--- src/rtl/fp_mul_sequencer.sv ---
// Issue/capture stage for the sequential FP multiplier: holds operands, pulses start, captures result.
// Optional local handling of zero/inf/NaN operands when FP_MUL_SPECIAL_BYPASS_EN is defined.
//
// state | meaning
// IDLE  | ready for a new operand pair
// ISSUE | start pulse to the multiplier, timeout counter cleared
// WAIT  | waiting for multiplier done or timeout
// HOLD  | result presented, waiting for consumer
module fp_mul_sequencer #(
  parameter int SIZE     = 32,
  parameter int EXPONENT = 5 + ($clog2(SIZE) - 4) * 3,
  parameter int FRACTION = SIZE - EXPONENT - 1,
  parameter int TIMEOUT  = 4 * SIZE + 16
) (
  input  logic            i_clk,
  input  logic            i_rst_n,
  input  logic            i_en,
  input  logic            i_valid,
  output logic            o_ready,
  input  logic [SIZE-1:0] i_A,
  input  logic [SIZE-1:0] i_B,
  output logic [SIZE-1:0] o_mul_A,
  output logic [SIZE-1:0] o_mul_B,
  output logic            o_mul_start,
  input  logic [SIZE-1:0] i_mul_result,
  input  logic            i_mul_done,
  output logic            o_valid,
  input  logic            i_ready,
  output logic [SIZE-1:0] o_result,
  output logic            o_error,
  output logic            o_special,
  output logic            o_busy
);

  localparam int CNT_W = $clog2(TIMEOUT);
  localparam logic [SIZE-1:0] CANON_NAN = {1'b0, {EXPONENT{1'b1}}, 1'b1, {(FRACTION-1){1'b0}}};

  typedef enum logic [1:0] {IDLE, ISSUE, WAIT, HOLD} state_t;

  state_t            state;
  logic [CNT_W-1:0]  cnt;
  logic              byp_hit;
  logic [SIZE-1:0]   byp_result;

`ifdef FP_MUL_SPECIAL_BYPASS_EN
  logic [EXPONENT-1:0] exp_a, exp_b;
  logic [FRACTION-1:0] frac_a, frac_b;
  logic                zero_a, zero_b, inf_a, inf_b, nan_a, nan_b, sign_p;

  assign exp_a  = i_A[SIZE-2 -: EXPONENT];
  assign exp_b  = i_B[SIZE-2 -: EXPONENT];
  assign frac_a = i_A[FRACTION-1:0];
  assign frac_b = i_B[FRACTION-1:0];
  // Denormals have a zero exponent and are flushed to zero here.
  assign zero_a = (exp_a == '0);
  assign zero_b = (exp_b == '0);
  assign inf_a  = (&exp_a) && (frac_a == '0);
  assign inf_b  = (&exp_b) && (frac_b == '0);
  assign nan_a  = (&exp_a) && (frac_a != '0);
  assign nan_b  = (&exp_b) && (frac_b != '0);
  assign sign_p = i_A[SIZE-1] ^ i_B[SIZE-1];

  assign byp_hit = zero_a | zero_b | inf_a | inf_b | nan_a | nan_b;

  always_comb begin
    byp_result = CANON_NAN;
    if (nan_a || nan_b || (inf_a && zero_b) || (inf_b && zero_a))
      byp_result = CANON_NAN;
    else if (inf_a || inf_b)
      byp_result = {sign_p, {EXPONENT{1'b1}}, {FRACTION{1'b0}}};
    else
      byp_result = {sign_p, {(SIZE-1){1'b0}}};
  end
`else
  assign byp_hit    = 1'b0;
  assign byp_result = CANON_NAN;
`endif

  assign o_busy = (state != IDLE);

  always_ff @(posedge i_clk or negedge i_rst_n) begin
    if (!i_rst_n) begin
      state       <= IDLE;
      cnt         <= '0;
      o_ready     <= 1'b0;
      o_mul_A     <= '0;
      o_mul_B     <= '0;
      o_mul_start <= 1'b0;
      o_valid     <= 1'b0;
      o_result    <= '0;
      o_error     <= 1'b0;
      o_special   <= 1'b0;
    end else if (i_en) begin
      case (state)
        IDLE: begin
          o_ready <= 1'b1;
          if (i_valid && o_ready) begin
            o_mul_A   <= i_A;
            o_mul_B   <= i_B;
            o_ready   <= 1'b0;
            o_error   <= 1'b0;
            o_special <= byp_hit;
            if (byp_hit) begin
              o_result <= byp_result;
              o_valid  <= 1'b1;
              state    <= HOLD;
            end else begin
              o_mul_start <= 1'b1;
              state       <= ISSUE;
            end
          end
        end
        ISSUE: begin
          o_mul_start <= 1'b0;
          cnt         <= '0;
          state       <= WAIT;
        end
        WAIT: begin
          // A done arriving on the timeout cycle still delivers the real result.
          if (i_mul_done) begin
            o_result <= i_mul_result;
            o_error  <= 1'b0;
            o_valid  <= 1'b1;
            state    <= HOLD;
          end else if (cnt == CNT_W'(TIMEOUT - 1)) begin
            o_result <= CANON_NAN;
            o_error  <= 1'b1;
            o_valid  <= 1'b1;
            state    <= HOLD;
          end else begin
            cnt <= cnt + 1'b1;
          end
        end
        HOLD: begin
          if (i_ready) begin
            o_valid <= 1'b0;
            o_ready <= 1'b1;
            state   <= IDLE;
          end
        end
        default: state <= IDLE;
      endcase
    end
  end

endmodule

--- config.mk ---
export PLATFORM = sky130hd
export DESIGN_NAME = fp_mul_sequencer
export DESIGN_NICKNAME = d
export VERILOG_FILES = /design/src/rtl/fp_mul_sequencer.sv
export SDC_FILE = /design/constraint.sdc
export NUM_CORES = 1
export LEC_CHECK = 0
export BUFFER_PORTS_ARGS = -buffer_cell sky130_fd_sc_hd__buf_2
export CAP_MARGIN = 20
export CORE_MARGIN = 3
export CORE_UTILIZATION = 51
export DETAILED_ROUTE_END_ITERATION = 8
export GPL_ROUTABILITY_DRIVEN = 1
export GPL_TIMING_DRIVEN = 0
export PLACE_DENSITY = 0.86
export SKIP_CTS_REPAIR_TIMING = 1
export SLEW_MARGIN = 20
export SYNTH_ARGS = -nofsm -noshare
export SYNTH_HDL_FRONTEND = slang
export SYNTH_SLANG_ARGS = --single-unit
--- constraint.sdc ---
create_clock -name i_clk -period 5.1 [get_ports i_clk]
set_input_delay 0.51 -clock i_clk [delete_from_list [all_inputs] [get_ports i_clk]]
set_output_delay 0.51 -clock i_clk [all_outputs]
set_load 0.005 [all_outputs]
# Yosys cells after proc, flatten, opt, wreduce, memory -nomap -nowiden
# Cells that the tools add are included.
[classes]
n_reduce_logical = 17
muxes = 22
n_addsub = 1
eq_ne = 9
[ops]
columns = ["cell", "n"]
rows = [
  ["$mux W32", 2],
  ["$mux W8", 2],
  ["$pmux W8 S2", 1],
  ["$reduce_and A4 Y1", 4],
  ["$reduce_bool A2 Y1", 7],
  ["$reduce_and A3 Y1", 4],
  ["$add A8 B1 Y8 const B", 1],
  ["$eq A8 B8 Y1 const B", 1],
  ["$mux W1", 8],
  ["$mux W2", 4],
  ["$ne A2 B2 Y1 const B", 4],
  ["$pmux W1 S2", 4],
  ["$pmux W2 S4", 1],
  ["$eq A2 B2 Y1 const B", 2],
  ["$ne A3 B3 Y1 const B", 1],
  ["$eq A2 B1 Y1 const B", 1],
  ["$logic_not A2 Y1", 1],
  ["$logic_and A1 B1 Y1", 1],
]
[totals]
elab_cells = 58
output_inout_bits = 102
in_bits = 102
register_bits = 110

# Longest topological paths before layout
[logic_depth]
ltp_word = 4
depth_mapped = 8
ltp_nobuf = 6

# Least setup slack after synthesis
# No wires, ideal clock.
[synth_path]
path_type = "register to register"
startpoint = "register state[0]"
endpoint = "register cnt[2]"
slack_ns = 3.209
period_less_slack_ns = 1.891
arrival_time_ns = 1.765
setup_time_ns = 0.126
path_buffers = 2
required_time_ns = 4.974
path_stages_with_launch = 9
path_cell_list = "dfrtp_1 inv_1 ha_1 buf_2 nand2b_1 o2bb2ai_2 or2_2 buf_2 a221o_1"
[synth_via]
elab_chain_cells = 3
elab_cells_between_ends = 7
cone_classes = "eq/ne (4); mux (1); reduce/logical (2)"
[synth_lines]
columns = ["item", "line_no", "source"]
rows = [
  ["start: declaration", "40", "state_t state;"],
  ["start signal: assignment", "83", "state <= IDLE;"],
  ["start signal: assignment", "106", "state <= HOLD;"],
  ["start signal: assignment", "109", "state <= ISSUE;"],
  ["$eq A2 B2 Y1 / $eq A2 B1 Y1 (equally long branches)", "94", "case (state)"],
  ["$ne A2 B2 Y1 (no line) / $reduce_bool A2 Y1 (equally long branches)", "--", ""],
  ["$reduce_and A4 Y1 (no line)", "--", ""],
  ["end signal: assignment", "131", "cnt <= cnt + 1'b1;"],
  ["end: declaration", "41", "logic [CNT_W-1:0] cnt;"],
]
# Several ways; a longest one is shown, not always the timed one.
# A chain may end at the register's enable or synchronous reset.

# Worst setup path after layout
[layout_path]
startpoint = "register state[0]"
endpoint = "register o_mul_A[29]"
[layout_via]
elab_chain_cells = 2
[layout_lines]
columns = ["item", "line_no", "source"]
rows = [
  ["$logic_not A2 Y1", "94", ""],
  ["$reduce_and A3 Y1 (no line)", "--", ""],
  ["end signal: assignment", "98", "o_mul_A <= i_A;"],
  ["end: declaration", "22", "output logic [SIZE-1:0] o_mul_A,"],
]
# Every way passes these cells.

==> impl_metrics.py <==
metrics = {
    "timing": {
        "finalCritPeriodShare_pct": 44.4,
        "timing.setup.tns_ns": 0,
        "slew_violations": 0,
        "finalHoldViolations": 0,
        "fmax_mhz": 441,
        "finalSetupViolations": 0,
        "skew_ns": 0.0146,
        "worst_slew_pin_slew_ns": 0.556,
        "period_needed_ns": 2.27,
        "rsz0062_at_grt": "no",
        "relSlewSlack_pct": 62.9,
    },
    "routing": {
        "drt_wl_total_mm": 11.0,
        "first_pass_iters": 4,
        "drtIter0Drc": 108,
        "ant_nets": 0,
        "routed_via_density": 5.24,
        "vias": 3557,
        "drcViolationCount": 0,
        "wl_per_cell_um": 16.2,
    },
    "grt": {
        "grt.total_usage_pct": 21.9,
        "antenna_found_initial": 0,
        "grt_pass1_wl_mm": 17.5,
        "grt_overflow": 0,
        "grt_pass1_vias": 3694,
        "grt_max_degree": 62,
    },
    "finish": {
        "layout_common_cells": "209 x buf_2, 110 x dfrtp_1, 64 x mux2_2",
        "layout_commonest_cell": "buf_2",
        "area_growth_pct": 29.8,
        "finish.utilization_pct": 69.9,
        "drive_above_1_share_pct": 51.9,
        "nets": 677,
        "antenna_cells": 0,
        "final_cells": 679,
    },
    "critical_path": {
        "cp_slowest_cell": "dfrtp_1",
        "regToRegStartpoint": "state[0]",
        "cp-startpoint": "state[0]",
        "worstPathArrival_ns": 2.50,
        "cp_max_fo": 10,
        "cp.depth": 6,
        "worstSetupStartpointType": "register",
        "cpLargestDelayFamily": "buffers and inverters",
        "endpoint_kind": "register",
        "regToRegSetupSlack_ns": 2.83,
        "worstPathCellList": "inv_1, ha_1, nand4_1, clkbuf_1, buf_2, mux2_2",
        "slowest_delay_ns": 0.42,
        "critPathRequiredTime_ns": 5.34,
        "reg2reg_depth": 6,
        "critPathBufInv": 3,
        "worstSetupPathType": "reg -> reg",
    },
    "yosys": {
        "synthCells": 357,
        "yosysSeqAreaShare_pct": 60.3,
        "async_flop_share_pct": 100,
        "synth_seq_cells": 110,
        "netlist_area_um2": 4560,
        "synth.avg_cell_area_um2": 12.8,
        "synth_edf_count": 0,
        "synth_area_leader_cell": "dfrtp_1",
        "synth_warnings": 0,
        "synthTopCellsByArea": "dfrtp_1 60%, mux2_2 16%, nand4_1 3.4%",
        "ys.flop_type": "dfrtp_1",
        "syn-num-nets": 464,
        "synth.top_cell.area_share_pct": 60.3,
        "synth.distinct_cells": 40,
    },
    "hold_path": {
        "worstHoldPathType": "in -> async",
    },
    "floorplanning": {
        "fp.dieH_um": 101,
        "start_util_pct": 53.9,
        "core_area_um2": 8460,
        "dieArea_um2": 10100,
        "ioPinCount": 204,
        "rows": 33,
        "die_w_um": 101,
    },
    "clocking": {
        "path_clk_slew_ns": 0.10,
        "cts_made_buffers": 9,
        "clk_latency_ns": 0.36,
        "clock_sinks": 110,
        "cts_max_level": 3,
        "cts_tree": "done",
        "clock_tree.buffer_depth": 2,
        "root_buffer": "clkbuf_8",
    },
    "pwr": {
        "p_leak_uw": 0.00302,
        "power_density_nw_per_um2": 548,
        "vdd_drop_max_uv": 303,
    },
    "place": {
        "dp_hpwl_mm": 8.48,
        "place_congestion": 0.849,
        "io_buffers": 201,
        "placedCellCount": 664,
    },
    "run": {
        "cap_violations": 0,
    },
    "outcome": {
        "status": "complete, no violations",
    },
}
==> path summary, 6_finish.rpt <==
kind	to
max	o_mul_A[29]
min	o_mul_B[31]
max reg2reg	o_mul_A[29]
min reg2reg	o_result[28]
max in group asynchronous	o_result[10]
min in group i_clk	o_mul_A[11]
==> logic make-up after synthesis <==
family                     synth area share (%)
DFF                                        60.3
muxes                                      16.0
and+or+nand+nor                            8.17
AOI/OAI and AO/OA                          9.22
buffers and inverters                      4.77
adders and majority gates                  1.37
other                                    0.0822
==> routing by layer <==
layer	wire (um)	vias to the layer above	track usage, %	share of wire, %
met1	4140	1734	25.5	38
li1	-	1678	-	-
met3	799	15	6.16	7.3
met5	0	-	0	0
met2	5900	130	39.0	54
met4	164	0	6.84	1.5
==> registers in the layout, summed over array words and instances, names as in the netlist <==
name,cells
o_mul_A,32
o_result,32
o_error,1
o_mul_B,32
o_mul_start,1
cnt,8
state,2
o_ready,1
o_valid,1
==> synthesized netlist by cell type, types with 6 or more instances <==
cell type	count
nand4_1	25
nand2_1	6
a21oi_1	6
or3_1	11
o21ai_1	23
inv_1	30
o21a_1	10
dfrtp_1	110
buf_2	9
clkbuf_1	12
mux2_2	64
==> stage by stage <==
step | power [uW] | setup WS [ns] | hold slack, ns | cell area, um^2
3_3_place_gp | 2680 | 2.40 | 0.471 | 5700
5_1_grt | 3470 | 2.65 | 0.126 | 5920
6_report | 3240 | 2.83 | 0.113 | 5920
4_1_cts | 3280 | 2.79 | 0.127 | 5920
3_5_place_dp | 2760 | 2.80 | 0.481 | 5730
2_1_floorplan | 2130 | 3.21 | 0.214 | 4560
==> power by group <==
part | switching (uW) | internal [uW] | total, uW
Clock | 286 | 226 | 513
Combinational | 552 | 665 | 1220
Sequential | 227 | 1290 | 1510
==> worst reg2reg max path, stage by stage, from the launching register on <==
cell and delay, ns:
dfrtp_1 0.42, inv_1 0.09, ha_1 0.32, nand4_1 0.19
clkbuf_1 0.42, buf_2 0.35, mux2_2 0.37
==> cell type report <==
type,count,area [um^2]
flip-flops and latches,110,2750
fillers,640,2540
multi-input cells,194,1590
repair buffers,202,1040
well taps,105,131
clock buffers,10,128
inverters,30,113
plain buffers,23,105
clock inverters,5,58.8
No activity file was read; power rests on OpenSTA's default activity.
